==> src/rtl/mov_sprite_pkg.sv <==
// -----------------------------------------------------------------------------
// mov_sprite_pkg
// Shared definitions for the moving-sprite engine:
//   - COLOR_TRANSPARENT : colour index that never wins compositing
//   - texel_idx_w()     : bits needed to index one texel row/column
//   - rom_addr_w()      : width of the {char, frame, row, col} texel address
//   - sprite_cfg_t      : one sprite's configuration record
//   - texel_pattern()   : built-in texel image served by the channel ROMs
// The record field widths are fixed here; the engine's COORD_W and CHAR_W
// parameters must equal SPR_COORD_W and SPR_CHAR_W.
// -----------------------------------------------------------------------------
package mov_sprite_pkg;

    localparam int SPR_COORD_W       = 10;
    localparam int SPR_CHAR_W        = 4;
    localparam int COLOR_TRANSPARENT = 0;

    function automatic int texel_idx_w(input int sprite_w);
        return $clog2(sprite_w);
    endfunction

    function automatic int rom_addr_w(input int char_w, input int frame_w,
                                      input int sprite_w);
        return char_w + frame_w + 2 * $clog2(sprite_w);
    endfunction

    typedef struct packed {
        logic [SPR_COORD_W-1:0] x;       // left edge, screen pixels
        logic [SPR_COORD_W-1:0] y;       // top edge, screen pixels
        logic [SPR_CHAR_W-1:0]  chr;     // character select
        logic                   dir;     // facing, 1 = left
        logic                   mirror;  // mirror enable
        logic                   en;      // visible
        logic                   anim;    // animation enable
    } sprite_cfg_t;

    // Texel image: a diagonal stripe pattern that differs per character and
    // per animation frame. The caller truncates the result to COLOR_W bits.
    function automatic int texel_pattern(input int chr, input int frame,
                                         input int row, input int col);
        return chr + 2 * col + row + 2 * frame;
    endfunction

endpackage

==> src/rtl/mov_sprite_channel.sv <==
// -----------------------------------------------------------------------------
// mov_sprite_channel
// One sprite channel: double-buffered configuration (shadow/active), per-sprite
// animation counters, stage-0 hit test and texel addressing, and the
// synchronous texel ROM (stage 1).
// Ports:
//   clock, resetn  : clock and async active-low reset
//   cfg_we         : write strobe, already qualified for this channel
//   cfg            : new configuration record
//   frame_tick     : commits shadow to active and advances animation
//   scan_x, scan_y : current scan coordinate
//   in_q           : registered "scan pixel lies inside this sprite"
//   texel_q        : registered texel colour index for the scan pixel
// -----------------------------------------------------------------------------
module mov_sprite_channel
    import mov_sprite_pkg::*;
#(
    parameter int SPRITE_W   = 16,
    parameter int SCALE_LOG2 = 2,
    parameter int CHAR_W     = 4,
    parameter int FRAME_W    = 1,
    parameter int ANIM_DIV   = 8,
    parameter int COORD_W    = 10,
    parameter int COLOR_W    = 2
) (
    input  logic               clock,
    input  logic               resetn,
    input  logic               cfg_we,
    input  sprite_cfg_t        cfg,
    input  logic               frame_tick,
    input  logic [COORD_W-1:0] scan_x,
    input  logic [COORD_W-1:0] scan_y,
    output logic               in_q,
    output logic [COLOR_W-1:0] texel_q
);

    localparam int IDX_W  = texel_idx_w(SPRITE_W);
    localparam int ADDR_W = rom_addr_w(CHAR_W, FRAME_W, SPRITE_W);
    localparam int SPAN   = SPRITE_W << SCALE_LOG2;
    localparam int DIV_W  = (ANIM_DIV > 1) ? $clog2(ANIM_DIV) : 1;

    sprite_cfg_t        shadow_q;
    sprite_cfg_t        active_q;
    sprite_cfg_t        shadow_next;
    logic [FRAME_W-1:0] frame_q;
    logic [DIV_W-1:0]   div_q;

    // A write in the same cycle as frame_tick is folded into the commit.
    always_comb begin
        shadow_next = cfg_we ? cfg : shadow_q;
    end

    // NOTE: clocked state uses non-blocking assignments so every register
    // samples pre-edge values regardless of statement order.
    always_ff @(posedge clock or negedge resetn) begin
        if (!resetn) begin
            shadow_q <= '0;
            active_q <= '0;
        end else begin
            shadow_q <= shadow_next;
            if (frame_tick) begin
                active_q <= shadow_next;
            end
        end
    end

    // Animation reads active_q.anim before this tick's commit lands.
    always_ff @(posedge clock or negedge resetn) begin
        if (!resetn) begin
            div_q   <= '0;
            frame_q <= '0;
        end else if (frame_tick && active_q.anim) begin
            if (div_q == DIV_W'(ANIM_DIV - 1)) begin
                div_q   <= '0;
                frame_q <= frame_q + FRAME_W'(1);
            end else begin
                div_q   <= div_q + DIV_W'(1);
            end
        end
    end

    // Stage 0: modular offsets; a pixel left of / above the sprite wraps to a
    // large unsigned offset and fails the span compare.
    logic [COORD_W-1:0] dx;
    logic [COORD_W-1:0] dy;
    logic               hit_s0;
    logic [IDX_W-1:0]   col;
    logic [IDX_W-1:0]   row;
    logic [IDX_W-1:0]   col_eff;
    logic [ADDR_W-1:0]  rom_addr;

    always_comb begin
        dx       = scan_x - active_q.x;
        dy       = scan_y - active_q.y;
        hit_s0   = active_q.en && (dx < COORD_W'(SPAN)) && (dy < COORD_W'(SPAN));
        col      = dx[SCALE_LOG2 +: IDX_W];
        row      = dy[SCALE_LOG2 +: IDX_W];
        col_eff  = (active_q.dir ^ active_q.mirror) ? (IDX_W'(SPRITE_W - 1) - col) : col;
        rom_addr = {active_q.chr, frame_q, row, col_eff};
    end

    // Stage 1: synchronous texel ROM, address fields unpacked for the pattern.
    logic [CHAR_W-1:0]  rom_chr;
    logic [FRAME_W-1:0] rom_frame;
    logic [IDX_W-1:0]   rom_row;
    logic [IDX_W-1:0]   rom_col;

    always_comb begin
        rom_col   = rom_addr[IDX_W-1:0];
        rom_row   = rom_addr[2*IDX_W-1:IDX_W];
        rom_frame = rom_addr[2*IDX_W +: FRAME_W];
        rom_chr   = rom_addr[ADDR_W-1 -: CHAR_W];
    end

    always_ff @(posedge clock or negedge resetn) begin
        if (!resetn) begin
            in_q    <= 1'b0;
            texel_q <= '0;
        end else begin
            in_q    <= hit_s0;
            texel_q <= COLOR_W'(texel_pattern(int'(rom_chr), int'(rom_frame),
                                              int'(rom_row), int'(rom_col)));
        end
    end

endmodule

==> src/rtl/mov_sprite_engine.sv <==
// -----------------------------------------------------------------------------
// mov_sprite_engine
// NUM_SPRITES moving sprites composited per scan pixel with fixed priority
// (lowest index wins among opaque texels). Two-cycle latency, one pixel per
// clock, no backpressure.
// Ports:
//   clock, resetn       : clock and async active-low reset
//   cfg_we, cfg_sel     : configuration write strobe and target sprite
//   cfg_x, cfg_y        : sprite top-left corner, screen pixels
//   cfg_char            : character select
//   cfg_dir, cfg_mirror : facing (1 = left) and mirror; either flips columns
//   cfg_en, cfg_anim    : visible, animation enable
//   frame_tick          : start of vertical blank; commits configuration
//   scan_valid          : scan coordinate valid
//   scan_x, scan_y      : scan coordinate
//   pix_valid           : scan_valid delayed two clocks
//   pix_hit             : an opaque sprite texel covers this pixel
//   pix_id              : winning sprite index (0 when no hit)
//   pix_out             : winning colour index (0 when no hit)
// -----------------------------------------------------------------------------
module mov_sprite_engine
    import mov_sprite_pkg::*;
#(
    parameter int NUM_SPRITES = 4,
    parameter int SPRITE_W    = 16,
    parameter int SCALE_LOG2  = 2,
    parameter int CHAR_W      = 4,
    parameter int FRAME_W     = 1,
    parameter int ANIM_DIV    = 8,
    parameter int COORD_W     = 10,
    parameter int COLOR_W     = 2,
    localparam int SEL_W      = (NUM_SPRITES > 1) ? $clog2(NUM_SPRITES) : 1
) (
    input  logic               clock,
    input  logic               resetn,
    input  logic               cfg_we,
    input  logic [SEL_W-1:0]   cfg_sel,
    input  logic [COORD_W-1:0] cfg_x,
    input  logic [COORD_W-1:0] cfg_y,
    input  logic [CHAR_W-1:0]  cfg_char,
    input  logic               cfg_dir,
    input  logic               cfg_mirror,
    input  logic               cfg_en,
    input  logic               cfg_anim,
    input  logic               frame_tick,
    input  logic               scan_valid,
    input  logic [COORD_W-1:0] scan_x,
    input  logic [COORD_W-1:0] scan_y,
    output logic               pix_valid,
    output logic               pix_hit,
    output logic [SEL_W-1:0]   pix_id,
    output logic [COLOR_W-1:0] pix_out
);

    sprite_cfg_t cfg_word;

    always_comb begin
        cfg_word.x      = cfg_x;
        cfg_word.y      = cfg_y;
        cfg_word.chr    = cfg_char;
        cfg_word.dir    = cfg_dir;
        cfg_word.mirror = cfg_mirror;
        cfg_word.en     = cfg_en;
        cfg_word.anim   = cfg_anim;
    end

    logic [NUM_SPRITES-1:0] in_s1;
    logic [COLOR_W-1:0]     texel_s1 [NUM_SPRITES];
    logic                   valid_s1;

    for (genvar i = 0; i < NUM_SPRITES; i++) begin : g_chan
        mov_sprite_channel #(
            .SPRITE_W   (SPRITE_W),
            .SCALE_LOG2 (SCALE_LOG2),
            .CHAR_W     (CHAR_W),
            .FRAME_W    (FRAME_W),
            .ANIM_DIV   (ANIM_DIV),
            .COORD_W    (COORD_W),
            .COLOR_W    (COLOR_W)
        ) u_chan (
            .clock      (clock),
            .resetn     (resetn),
            .cfg_we     (cfg_we && (cfg_sel == SEL_W'(i))),
            .cfg        (cfg_word),
            .frame_tick (frame_tick),
            .scan_x     (scan_x),
            .scan_y     (scan_y),
            .in_q       (in_s1[i]),
            .texel_q    (texel_s1[i])
        );
    end

    always_ff @(posedge clock or negedge resetn) begin
        if (!resetn) begin
            valid_s1 <= 1'b0;
        end else begin
            valid_s1 <= scan_valid;
        end
    end

    // Stage 2: priority mux. Scanning from the highest index down lets the
    // lowest opaque index overwrite and win.
    logic               hit_d;
    logic [SEL_W-1:0]   id_d;
    logic [COLOR_W-1:0] out_d;

    // NOTE: every always_comb output gets a default before any condition so
    // no path leaves it unassigned, which would infer a latch.
    always_comb begin
        hit_d = 1'b0;
        id_d  = '0;
        out_d = '0;
        for (int i = NUM_SPRITES - 1; i >= 0; i--) begin
            if (valid_s1 && in_s1[i] && (texel_s1[i] != COLOR_W'(COLOR_TRANSPARENT))) begin
                hit_d = 1'b1;
                id_d  = SEL_W'(i);
                out_d = texel_s1[i];
            end
        end
    end

    always_ff @(posedge clock or negedge resetn) begin
        if (!resetn) begin
            pix_valid <= 1'b0;
            pix_hit   <= 1'b0;
            pix_id    <= '0;
            pix_out   <= '0;
        end else begin
            pix_valid <= valid_s1;
            pix_hit   <= hit_d;
            pix_id    <= id_d;
            pix_out   <= out_d;
        end
    end

endmodule

==> config.mk <==
export PLATFORM = sky130hd
export DESIGN_NAME = mov_sprite_engine
export DESIGN_NICKNAME = d
export VERILOG_FILES = /design/src/rtl/mov_sprite_pkg.sv /design/src/rtl/mov_sprite_channel.sv /design/src/rtl/mov_sprite_engine.sv
export SDC_FILE = /design/constraint.sdc
export NUM_CORES = 1
export LEC_CHECK = 0
export ABC_AREA = 0
export CELL_PAD_IN_SITES_DETAIL_PLACEMENT = 1
export CELL_PAD_IN_SITES_GLOBAL_PLACEMENT = 2
export CORE_ASPECT_RATIO = 0.7
export CORE_MARGIN = 5
export CORE_UTILIZATION = 41
export DETAILED_ROUTE_END_ITERATION = 7
export PLACE_DENSITY = 0.86
export SYNTH_ARGS = -nofsm -noshare
export SYNTH_HDL_FRONTEND = slang
export SYNTH_SLANG_ARGS = --single-unit
==> constraint.sdc <==
create_clock -name clock -period 2.4 [get_ports clock]
set_input_delay 0.36 -clock clock [delete_from_list [all_inputs] [get_ports clock]]
set_output_delay 0.36 -clock clock [all_outputs]
set_load 0.01 [all_outputs]
==> flow_summary.toml <==
[final_layout]
multi_input_area_um2 = 5550
layout-drive-gt1-share_pct = 27.2
final_area_um2 = 14700
seqCellArea_um2 = 6080
final_nets = 1317
n_antenna_cell = 0
areaGrowthSynthToFinish_pct = 23.8
fillers = 3014
stdcell_count = 1577

[synthesis]
synth.avg_cell_area_um2 = 11.6
synth.largest_area_cell = "dfrtp_1"
syn-num-nets = 1167
synthFlopType = "dfrtp_1"
synth_edf_count = 0
synthCells = 1030
yosys_warnings = 0
synth_area_leaders = "dfrtp_1 (51%), mux2_2 (14%), ha_1 (8.6%)"
synth_most_common_cell = "dfrtp_1"
yosysUniqueCellTypes = 60
yosysSeqAreaShare_pct = 51.1
ys_top_cells_by_count = "dfrtp_1 (243), mux2_2 (153), nand2_1 (86)"
synth_seq_cells = 243
syn_area_um2 = 11900
async_flop_share_pct = 100
synth_top_area_share_pct = 51.1

[clocking]
numCtsBuffers = 26
clk_pin_slew_ns = 0.07
clock_path_buffers = 3
clock_sinks = 243
cts_max_level = 1
worstSkewPairLatency_ns = 0.54
cts_tree = "done"
root_buffer = "clkbuf_16"

[power_and_ir_drop]
seqPwrFrac_pct = 38.8
vdd_ir_drop_max_v = 0.000681
switching_share_pct = 31.1
power.total_uw = 14000
net-switching-power_uw = 4350
p_int_uw = 9650
clkPwrFrac_pct = 30.2
comb_power_share_pct = 31.0
p_leak_uw = 0.00675
power_density_nw_per_um2 = 950

[critical_path]
cpMostUsedCell = "buf_4"
path_cells = "clkdlybuf4s50_1 -> ha_1 -> buf_4 -> a21o_1 -> a31oi_1 -> buf_4 -> o211ai_1 -> and3_1 -> a41o_2 -> and4b_1"
reg2reg_depth = 10
critPathLaunchType = "input pin"
startpoint = "scan_y[2]"
critPathKind = "input pin to flip-flop"
required_ns = 2.88
slowest_delay_ns = 0.52
r2r_end = "g_chan[1].u_chan.texel_q[1]$_DFF_PN0_"
reg2reg_slack_ns = 0.10
reg2reg_from = "g_chan[1].u_chan.active_q[9]$_DFFE_PN0P_"
worst-path-max-fanout = 4
cp-end-kind = "flip-flop"
cpMaxStageDelayCell = "clkdlybuf4s50_1"
cp_data_arrival_time_ns = 2.79

[floorplanning]
dieHeight_um = 153
io_pins = 61
initial_utilization_pct = 41.4
die_w_um = 214
rows = 52
coreArea_um2 = 28800
fp.dieArea_um2 = 32600

[grt]
grt_usage_pct = 19.9
grt_remaining_overflow = 0
antenna_found_initial = 1
grt_pass1_wl_mm = 51.2
grt_pass1_vias = 9203
grt_start_max_net_pins = 66

[route]
avgViaCountPerCell = 5.32
drc = 0
vias = 8390
ant_nets = 0
drt-initial-drc-count = 331
drt-total-wl_mm = 32.0
routedWlPerCell_um = 20.3
drtPass1Iterations = 4

[timing]
whs_ns = 0.263
layout_min_cycle_time_ns = 2.31
fmax_mhz = 434
hold_viol = 0
slew-limit-headroom_pct = 65.6
slew_viol_final = 0
setup_tns_ns = 0
finalSetupViolCount = 0
tightest_slew_ns = 0.514
post-route-period-util_pct = 96.1
skew_ns = 0.00942

[worst_hold_path]
hp-start = "scan_valid"
holdPathStages = 1
min_to = "valid_s1$_DFF_PN0_"
min_path_type = "input pin to flip-flop"

[placement]
port-buffer-count = 58
gp_congestion = 0.909
place_inst = 1528
place_area_um2 = 13700
place_hpwl_mm = 22.8

[flow_run]
drv_cap = 0

[outcome]
run_status = "complete, no violations"
layer usage:
layer	global-route usage (%)	vias up	part of all wire, %
met2	29.9	144	44
li1	-	3915	-
met1	30.6	4288	50
met5	0	-	0
met4	3.72	0	1.8
met3	3.21	43	3.7
logic make-up (layout without fill, tap and decap cells):
group / count (synthesis) / after routing / synth area share, %
flops: 243 / 243 / 51.1
xor+xnor: 54 / 54 / 3.97
buf+inv: 108 / 277 / 3.42
fa+ha+maj: 82 / 82 / 8.62
compound gates: 192 / 192 / 10.1
mux: 160 / 160 / 15.1
simple gates: 191 / 191 / 7.76
cell usage in the layout (no fill, tap or decap), types with 5 or more instances in the layout:
master	instances
a31oi_1	7
a21o_1	17
ha_4	5
nand3_1	15
ha_1	77
inv_1	76
a21oi_1	34
nand2b_1	13
mux2i_1	7
xor2_1	12
buf_4	83
clkinv_2	5
dfrtp_1	243
clkbuf_16	27
o21ai_0	82
buf_12	10
nor2_1	26
nand2_1	86
nor2b_1	5
nor3_1	8
clkdlybuf4s50_1	55
xnor2_1	41
and3_1	8
a31o_2	6
mux2_2	153
critical path: cells and delay by family:
family / cells / cell delay (ns)
simple gates: 2 / 0.45
compound gates: 4 / 0.69
fa+ha+maj: 1 / 0.41
buf+inv: 3 / 0.85
registers in the layout (all words and copies together), names as in the netlist:
signal,count
g_chan.u_chan.active_q,96
g_chan.u_chan.div_q,12
g_chan.u_chan.frame_q,4
g_chan.u_chan.in_q,4
g_chan.u_chan.rom_chr,8
g_chan.u_chan.shadow_q,104
g_chan.u_chan.texel_q,8
pix_hit,1
pix_id,2
pix_out,2
pix_valid,1
valid_s1,1
stage by stage:
step | utilization, % | setup slack (ns)
floorplan | - | 0.186
global placement | 47.5 | -0.478
detailed placement | 47.5 | -0.520
CTS | 50.8 | 0.0176
global route | 51.2 | -0.00180
finish | 51.2 | 0.0935
worst max-delay path by stage:
stage                                                  endpoint  cells after the start
after floorplan                 g_chan[2].u_chan.in_q$_DFF_PN0_                      7
after global placement          g_chan[1].u_chan.in_q$_DFF_PN0_                      8
after detailed placement        g_chan[1].u_chan.in_q$_DFF_PN0_                      8
after CTS                 g_chan[2].u_chan.texel_q[1]$_DFF_PN0_                     12
after global routing            g_chan[2].u_chan.in_q$_DFF_PN0_                      8
final                           g_chan[2].u_chan.in_q$_DFF_PN0_                     10
power by group through the flow:
stage / Clock, uW / Sequential, uW / Combinational [uW]
floorplan: 0 / 5330 / 2760
global placement: 0 / 5440 / 3960
detailed placement: 0 / 5500 / 4200
CTS: 4350 / 5440 / 4260
global route: 4510 / 5520 / 4790
finish: 4230 / 5430 / 4340
final cells by class:
type | instances | area share [%]
tap | 378 | 3.21
clock buffer | 32 | 4.99
inverter | 79 | 2.01
clock inverter | 15 | 1.19
multi-input combinational | 679 | 37.7
timing repair buffer | 151 | 9.58
sequential | 243 | 41.3
what timing repair did:
| action | 4_1_cts | 5_1_grt |
|---|---|---|
| hold endpoints to repair | 41 | 0 |
| hold buffers | 1 | 0 |
| setup endpoints to repair | 1 | 5 |
| resized for setup | 1 | 21 |
| pin swaps | 0 | 9 |
| buffers inserted | 0 | 1 |
(Power assumes the default switching activity.)
